### config.mk
export PLATFORM = sky130hd
export DESIGN_NAME = bram_qr_reader
export DESIGN_NICKNAME = d
export VERILOG_FILES = /design/src/rtl/bram_qr_pkg.sv /design/src/rtl/bram_qr_skid_fifo.sv /design/src/rtl/bram_qr_reader.sv
export SDC_FILE = /design/constraint.sdc
export NUM_CORES = 1
export LEC_CHECK = 0
export ABC_AREA = 1
export CAP_MARGIN = 0
export CORE_MARGIN = 3
export CORE_UTILIZATION = 30
export DETAILED_ROUTE_END_ITERATION = 8
export GPL_ROUTABILITY_DRIVEN = 0
export SLEW_MARGIN = 10
export SYNTH_ARGS = -nofsm -noshare
export SYNTH_HDL_FRONTEND = slang
export SYNTH_HIERARCHICAL = 1
export SYNTH_SLANG_ARGS = --single-unit
export TNS_END_PERCENT = 1
### constraint.sdc
create_clock -name clk -period 1.9 [get_ports clk]
set_clock_uncertainty 0.1 [all_clocks]
set_input_delay 0.19 -clock clk [delete_from_list [all_inputs] [get_ports clk]]
set_output_delay 0.19 -clock clk [all_outputs]
set_load 0.02 [all_outputs]
### src/rtl/bram_qr_pkg.sv
// Shared definitions for the sequence-buffer tile reader: FSM encoding and
// the depth of the read-data skid FIFO.
package bram_qr_pkg;

  typedef enum logic [1:0] {
    S_IDLE  = 2'd0,
    S_FETCH = 2'd1,
    S_DRAIN = 2'd2
  } state_e;

  localparam int FIFO_DEPTH = 2;

endpackage

### src/rtl/bram_qr_skid_fifo.sv
// Two-entry FIFO that catches buffer read data so reads can run ahead of a
// stalled consumer by up to FIFO_DEPTH words.
import bram_qr_pkg::*;

module bram_qr_skid_fifo #(
  parameter int DATA_WIDTH = 8
) (
  input  logic                  clk,
  input  logic                  rst_n,
  input  logic                  push,
  input  logic [DATA_WIDTH-1:0] push_data,
  input  logic                  pop,
  output logic                  valid,
  output logic [DATA_WIDTH-1:0] head,
  output logic [1:0]            count
);

  logic [FIFO_DEPTH-1:0][DATA_WIDTH-1:0] mem;
  logic                                  wr_ptr, rd_ptr;

  assign valid = (count != 2'd0);
  assign head  = mem[rd_ptr];

  always_ff @(posedge clk or negedge rst_n) begin
    if (!rst_n) begin
      mem    <= '0;
      wr_ptr <= 1'b0;
      rd_ptr <= 1'b0;
      count  <= 2'd0;
    end else begin
      if (push) begin
        mem[wr_ptr] <= push_data;
        wr_ptr      <= ~wr_ptr;
      end
      if (pop) rd_ptr <= ~rd_ptr;
      case ({push, pop})
        2'b10:   count <= count + 2'd1;
        2'b01:   count <= count - 2'd1;
        default: count <= count;
      endcase
    end
  end

endmodule

### src/rtl/bram_qr_reader.sv
// Streams a tile of consecutive sequence-buffer words (forward or reverse,
// wrapping at the buffer end) to a ready/valid consumer.
import bram_qr_pkg::*;

module bram_qr_reader #(
  parameter int ADDR_WIDTH = 4,
  parameter int DATA_WIDTH = 8
) (
  input  logic                  clk,
  input  logic                  rst_n,
  input  logic                  start,
  input  logic [ADDR_WIDTH-1:0] start_addr,
  input  logic [ADDR_WIDTH:0]   length,
  input  logic                  reverse,
  output logic                  busy,
  output logic                  done,
  output logic [ADDR_WIDTH-1:0] bram_addr,
  input  logic [DATA_WIDTH-1:0] bram_rdata,
  output logic                  out_valid,
  input  logic                  out_ready,
  output logic [DATA_WIDTH-1:0] out_data,
  output logic                  out_last
);

  state_e                state;
  logic                  rev;
  logic [ADDR_WIDTH:0]   issue_rem;  // reads still to issue
  logic [ADDR_WIDTH:0]   pop_rem;    // words still to hand downstream
  logic                  in_flight;  // bram_addr holds an address whose data lands this cycle
  logic [1:0]            fifo_cnt;
  logic                  issue, pop;

  assign pop   = out_valid & out_ready;
  // Issue only if the FIFO can still hold every word already requested.
  assign issue = (state == S_FETCH) && (issue_rem != '0) &&
                 (({1'b0, fifo_cnt} + {2'b0, in_flight}) < (3'(FIFO_DEPTH) + {2'b0, pop}));
  assign busy     = (state != S_IDLE);
  assign out_last = out_valid && (pop_rem == (ADDR_WIDTH+1)'(1));

  bram_qr_skid_fifo #(.DATA_WIDTH(DATA_WIDTH)) u_fifo (
    .clk       (clk),
    .rst_n     (rst_n),
    .push      (in_flight),
    .push_data (bram_rdata),
    .pop       (pop),
    .valid     (out_valid),
    .head      (out_data),
    .count     (fifo_cnt)
  );

  always_ff @(posedge clk or negedge rst_n) begin
    if (!rst_n) begin
      state     <= S_IDLE;
      rev       <= 1'b0;
      issue_rem <= '0;
      pop_rem   <= '0;
      in_flight <= 1'b0;
      done      <= 1'b0;
      bram_addr <= '0;
    end else begin
      done      <= 1'b0;
      in_flight <= issue;
      case (state)
        S_IDLE: begin
          if (start) begin
            rev     <= reverse;
            pop_rem <= length;
            if (length == '0) begin
              done <= 1'b1;
            end else begin
              // First address is loaded here, so its data arrives next cycle.
              bram_addr <= start_addr;
              in_flight <= 1'b1;
              issue_rem <= length - (ADDR_WIDTH+1)'(1);
              state     <= S_FETCH;
            end
          end
        end
        S_FETCH: begin
          if (issue) begin
            bram_addr <= rev ? bram_addr - ADDR_WIDTH'(1) : bram_addr + ADDR_WIDTH'(1);
            issue_rem <= issue_rem - (ADDR_WIDTH+1)'(1);
          end
          if (issue_rem == '0 || (issue && issue_rem == (ADDR_WIDTH+1)'(1)))
            state <= S_DRAIN;
        end
        S_DRAIN: state <= S_DRAIN;
        default: state <= S_IDLE;
      endcase
      if (pop) begin
        pop_rem <= pop_rem - (ADDR_WIDTH+1)'(1);
        if (pop_rem == (ADDR_WIDTH+1)'(1)) begin
          done  <= 1'b1;
          state <= S_IDLE;
        end
      end
    end
  end

endmodule

* After elaboration in Yosys (flattened, before gate mapping)
Index checks and enable logic that the tools add are counted.
Storage, ports and cells: flip-flop bits (word level) 39, bits of input ports 22, output and inout port bits 16, word-level logic and storage cells 88
Cells by class: add/sub/neg operators 9, magnitude comparators 4, equal/unequal tests 9, multiplexer cells 32, bitwise operators 3, reductions and logical operators 19
Operators by type and width (count):
- two-way mux 5 bit | 6
- two-way mux 8 bit | 3
- bitwise mux 16 bit | 1
- two-way mux 4 bit | 4
- subtractor 5 x 1 -> 5 bit, second input constant | 3
- nonzero test 2 bit | 6
- equality test 5 x 1 -> 1 bit, second input constant | 2
- zero test 5 bit | 2
- two-way mux 2 bit | 5
- one-hot mux 5 bit (2 select lines) | 1
- demux 8 bit (select 1 bit) | 1
- two-way mux 1 bit | 8
- one-hot mux 4 bit (2 select lines) | 1
- inequality test 2 bit, second input constant | 3
- one-hot mux 2 bit (3 select lines) | 1
- logical AND 1 bit | 5
- nonzero test 5 bit | 1
- adder 4 x 1 -> 4 bit, second input constant | 1
- equality test 2 x 1 -> 1 bit, second input constant | 2
- equality test 2 bit, second input constant | 2
- less-than comparator 1 x 2 -> 1 bit, second input constant | 2
- one-hot mux 2 bit (2 select lines) | 1
- AND reduction 2 bit | 2
- AND reduction 4 bit | 1
- 11 further kinds | 12

* Longest topological paths before layout
depth in word-level cells 11, depth in mapped cells 10, depth with buffers taken out 10

* Cells and area by module
Netlist, hierarchy kept.
By module, submodules not included:
- bram_qr_reader | times used 1, cells each 180, area an instance 1395.1 sq um, seq. area each 475.5 sq um
- bram_qr_skid_fifo | times used 1, cells each 108, area an instance 943.4 sq um, seq. area each 500.5 sq um

* Worst setup path after synthesis
Ideal clock, no wire load.
path type reg2reg, start reg u_fifo.count[0], end reg state[0], setup time 130 ps, arrival 1558 ps, required time 1670 ps, setup slack 111 ps, cell stages (with the launch flop) 7, buffers on the path 0, period minus slack after synthesis 1789 ps, cells stage by stage dfrtp_1 -> inv_1 -> nand2_1 -> nand3_1 -> nor3_1 -> nand2_1 -> a21boi_0
Between the ends: longest elaborated chain between the ends 11, elaborated cells on any way between the ends 12, classes of those cells add/sub: 2; order compare: 1; mux: 4; bitwise: 1; reduce/logical: 4
RTL lines:
- start, declared | RTL line bram_qr_skid_fifo.sv:15 | output logic [1:0] count
- start signal, assigned | RTL line bram_qr_skid_fifo.sv:37 | 2'b10: count <= count + 2'd1;
- start signal, assigned | RTL line bram_qr_skid_fifo.sv:38 | 2'b01: count <= count - 2'd1;
- start signal, assigned | RTL line bram_qr_skid_fifo.sv:39 | default: count <= count;
- nonzero test 2 bit (*) | RTL line bram_qr_skid_fifo.sv:21 | assign valid = (count != 2'd0);
- net out_valid | RTL line bram_qr_reader.sv:19 | output logic out_valid,
- bitwise AND 1 bit (*) | RTL line bram_qr_reader.sv:33 | assign pop = out_valid & out_ready;
- adder 2 x 1 -> 3 bit | RTL line bram_qr_reader.sv:36 | (({1'b0, fifo_cnt} + {2'b0, in_flight}) < (3'(FIFO_DEPTH) + {2'b0, pop}));
- less-than comparator 3 bit | RTL line bram_qr_reader.sv:36
- logical AND 1 bit | RTL line bram_qr_reader.sv:35 | assign issue = (state == S_FETCH) && (issue_rem != '0) &&
- logical AND 1 bit | RTL line bram_qr_reader.sv:84 | if (issue_rem == '0 || (issue && issue_rem == (ADDR_WIDTH+1)'(1)))
- logical OR 1 bit | RTL line bram_qr_reader.sv:84
- two-way mux 2 bit | RTL line bram_qr_reader.sv:84
- one-hot mux 2 bit (3 select lines) | RTL line bram_qr_reader.sv:63 | case (state)
- two-way mux 2 bit | RTL line bram_qr_reader.sv:92 | if (pop_rem == (ADDR_WIDTH+1)'(1)) begin
- two-way mux 2 bit (*) | RTL line bram_qr_reader.sv:90 | if (pop) begin
- end signal, assigned | RTL line bram_qr_reader.sv:85 | state <= S_DRAIN;
- end signal, assigned | RTL line bram_qr_reader.sv:87 | S_DRAIN: state <= S_DRAIN;
- end signal, assigned | RTL line bram_qr_reader.sv:94 | state <= S_IDLE;
- end, declared | RTL line bram_qr_reader.sv:25 | state_e state;
Mark *: on every way through the listed nets, which the timed path passes. The rest lies on a longest branch. A chain may end at the register's enable or synchronous reset.

* Final worst setup path
start reg pop_rem[1], end out out_last
Between the ends: longest elaborated chain between the ends 2
RTL lines:
- start, declared | RTL line bram_qr_reader.sv:28 | logic [ADDR_WIDTH:0] pop_rem;
- start signal, assigned | RTL line bram_qr_reader.sv:67 | pop_rem <= length;
- start signal, assigned | RTL line bram_qr_reader.sv:91 | pop_rem <= pop_rem - (ADDR_WIDTH+1)'(1);
- equality test 5 x 1 -> 1 bit | RTL line bram_qr_reader.sv:38 | assign out_last = out_valid && (pop_rem == (ADDR_WIDTH+1)'(1));
- logical AND 1 bit | RTL line bram_qr_reader.sv:38
- end, declared | RTL line bram_qr_reader.sv:22 | output logic out_last
Every way passes these cells.

==> impl_table.tex <==
\begin{tabular}{lr}
\hline
Metric & Value \\
\hline
\multicolumn{2}{l}{\textbf{Power and ir drop}} \\
Peak ir drop on the vdd network & 531.5 µV \\
Final Power & 5.156 mW \\
Total power per unit cell area & 1773 nW/µm² \\
Lkg Pwr & 1.457 nW \\
\multicolumn{2}{l}{\textbf{Route}} \\
Routed length per placed instance & 11.31 µm \\
Routed length on met2 & 2.215 mm \\
Initial DRT Pass Iterations & 4 \\
Total wire length after detailed routing & 4.876 mm \\
Remaining DRCs & 0 \\
Routed length on met1 & 2.350 mm \\
Routed length on met3 & 258 µm \\
Highest layer used for signal routing & met4 \\
Number of vias per cell after detailed routing & 4.441 \\
Post-DRT Antenna Nets & 0 \\
Detailed router's first-iteration violation count & 53 \\
Via count of the routed design & 1914 \\
\multicolumn{2}{l}{\textbf{Place}} \\
Placed cell area & 2804 µm² \\
Worst Setup Slack post-DPL & 0.04299 ns \\
Post-detail-place hpwl & 3.761 mm \\
Count of buffers inserted at the top-level ports & 37 \\
\multicolumn{2}{l}{\textbf{Worst setup path}} \\
Crit-path slowest cell & dfrtp\_1 \\
Required time of the worst setup path & 1.61 ns \\
Worst flop-to-flop path endpoint & bram\_addr[0] \\
Worst path arrival time & 1.45 ns \\
Cells on worst reg2reg path & 7 \\
Capturing element type of the critical path & output pin \\
Sequence of cells on the critical path & inv\_1 -> ha\_1 -> nand3\_1 -> nor3\_1 -> clkbuf\_2 \\
Critical Setup Path Class & reg -> out \\
CP peak stage delay & 0.37 ns \\
Nature of the critical path startpoint & flip-flop \\
Beginning of the critical path & pop\_rem[1] \\
Critical-path maximum fanout & 4 \\
Worst R2R Setup Slack & 0.25 ns \\
Destination of the critical timing path & out\_last \\
Startpoint of the worst-slack reg-to-reg timing path & in\_flight \\
\multicolumn{2}{l}{\textbf{Min path}} \\
Min-delay worst type & in -> async \\
\multicolumn{2}{l}{\textbf{Floorplan}} \\
Number of placement rows & 31 \\
Chip width & 94.29 µm \\
CORE AREA & 7408 µm² \\
Initial Util & 0.3157 \\
Chip height & 94.29 µm \\
Total I/O pin count & 38 \\
Die Outline Area & 8891 µm² \\
\multicolumn{2}{l}{\textbf{STA}} \\
TNS Setup & 0 ns \\
Final worst path period share & 0.9144 \\
Maximum frequency from static timing analysis & 0.5756 GHz \\
Pins Over Slew Limit & 0 \\
RSZ-0062 raised after global routing & false \\
Post-layout minimum cycle time & 1.737 ns \\
Final critical-path setup slack & 0.1626 ns \\
Final-report setup violation count & 0 \\
Worst rel slew slack & 0.5196 \\
Measured slew at the worst slew-check pin & 0.7207 ns \\
Count of final hold-check violations & 0 \\
\multicolumn{2}{l}{\textbf{Logic synthesis}} \\
Count of warnings emitted by yosys & 6 \\
Synthesized instance count & 288 \\
Largest cells by area after synthesis & dfrtp\_1 42\%, nand2\_1 12\%, inv\_1 7.9\% \\
Mapped Nets & 323 \\
Cell taking the most area after synthesis & dfrtp\_1 \\
Mean Syn Cell Area & 8.120 µm² \\
Number of flip-flops and latches in the synthesized netlist & 39 \\
Share of the yosys chip area belonging to registers & 0.4173 \\
Fraction of post-synthesis cell area in the top cell type by area & 0.4173 \\
Post-synthesis instance area & 2338 µm² \\
Synth cell types & 34 \\
\multicolumn{2}{l}{\textbf{Job}} \\
Max Cap Violations & 0 \\
\multicolumn{2}{l}{\textbf{Clock tree}} \\
CTS tree & built \\
Clock-pin slew of the registers on the worst-case setup and hold paths & 0.07 ns \\
Maximum count of clock buffers along a single path & 2 \\
CTS Root Cell & clkbuf\_8 \\
TritonCTS Sinks & 39 \\
Number of levels the H-tree was split into & 2 \\
Inserted Clock Buffers & 5 \\
Later-pin clock latency in the skew report & 0.29 ns \\
\multicolumn{2}{l}{\textbf{Finish}} \\
Most frequent cells in the layout & 72 x nand2\_1, 49 x inv\_1, 38 x dfrtp\_1 \\
Layout cells sized above 1 & 0.1325 \\
Final standard cell area without fillers & 2908 µm² \\
Layout net count & 367 \\
Most common cell after layout, fill and taps aside & nand2\_1 \\
Area overhead of the layout relative to synthesis & 24.34\% \\
Antenna Cells & 0 \\
\multicolumn{2}{l}{\textbf{GRT}} \\
Number of antenna violations at the first check in global routing & 0 \\
Number of global-route vias before repair & 1956 \\
Congestion Overflow GR & 0 \\
Wire length of the first global-routing pass & 8.873 mm \\
Gr usage total & 0.1247 \\
Maximum number of pins on one net before global-route repair & 18 \\
\multicolumn{2}{l}{\textbf{Status}} \\
Run status & finished clean \\
\hline
\end{tabular}
layout make-up:
class | instances | area, µm²
inverters | 52 | 198.9
multi-input cells | 190 | 1095
flip-flops and latches | 39 | 977.2
clock inverters | 1 | 30.03
repair buffers | 44 | 410.4
fillers | 764 | 4501
clock buffers | 6 | 72.57
well taps | 99 | 123.9
state kept, by name, indices dropped and copies added, names as in the netlist:
name and flops:
u_fifo/count 2, u_fifo/mem 16, done 1, in_flight 1, issue_rem 5, bram_addr 4
rev 1, u_fifo/rd_ptr 1, u_fifo/wr_ptr 1, pop_rem 5, state 2
synthesized netlist by cell type, drive strengths merged:
cell type,instances
o211ai,3
inv,51
nand3,25
clkinv,1
or2,4
nor3,1
clkbuf,2
fa,1
nand4,2
nand2,77
o221ai,1
buf,5
dfrtp,39
xor2,1
o21ai,40
xnor2,2
ha,12
a31oi,1
a21oi,6
nand3b,2
a21boi,1
nor2,10
mux2i,1
how the worst min path moves through the flow:
stage | start | endpoint | slack, ns | cells past startpoint
global route | rst_n | u_fifo/mem[6] | 0.29 | 2
detailed placement | rst_n | u_fifo/mem[6] | 0.04 | 1
floorplan | rst_n | bram_addr[0] | -0.21 | 0
global placement | rst_n | u_fifo/mem[6] | 0.03 | 1
finish | rst_n | u_fifo/mem[6] | 0.24 | 2
CTS | rst_n | u_fifo/mem[6] | 0.24 | 2
cell families after synthesis:
family / synth area share
xor gates and xnor gates: 0.01124
AOI/OAI and AO/OA: 0.1386
and+or+nand+nor: 0.2413
adders and majority gates: 0.07276
DFF: 0.4173
buffers and inverters: 0.1145
muxes: 0.004281
power by group:
group / switching, mW / internal [mW] / leakage, nW
clock: 0.294 / 0.385 / 0.0513
sequential: 0.334 / 1.26 / 0.477
combinational: 1.73 / 1.15 / 0.929
total: 2.36 / 2.80 / 1.46
per-layer routing:
layer,global-route usage,vias to the layer above
met5,0,-
met4,0.03730,0
met3,0.03045,5
met2,0.2122,41
met1,0.1555,864
li1,-,1004
timing repair:
item	CTS	global route
endpoints found under the setup margin	9	3
gates resized for setup	10	5
hold endpoints to repair	14	0
hold buffers	1	0
buffers inserted	0	0
worst max-delay path, delay by kind of cell, from the launching register on:
family | cells | cell delay [ns]
adder cells (fa/ha/maj) | 1 | 0.16
AND/OR/NAND/NOR | 2 | 0.29
buffers and inverters | 2 | 0.33
flip-flops | 1 | 0.37
through the flow:
stage,hold slack [ns],util,instances
after floorplan,-0.2056,-,288
after global placement,0.02766,0.3785,423
after detailed placement,0.03689,0.3785,423
after CTS,0.2427,0.3923,431
after global routing,0.2853,0.3925,431
final,0.2434,0.3925,431
(Power assumes the default switching activity.)
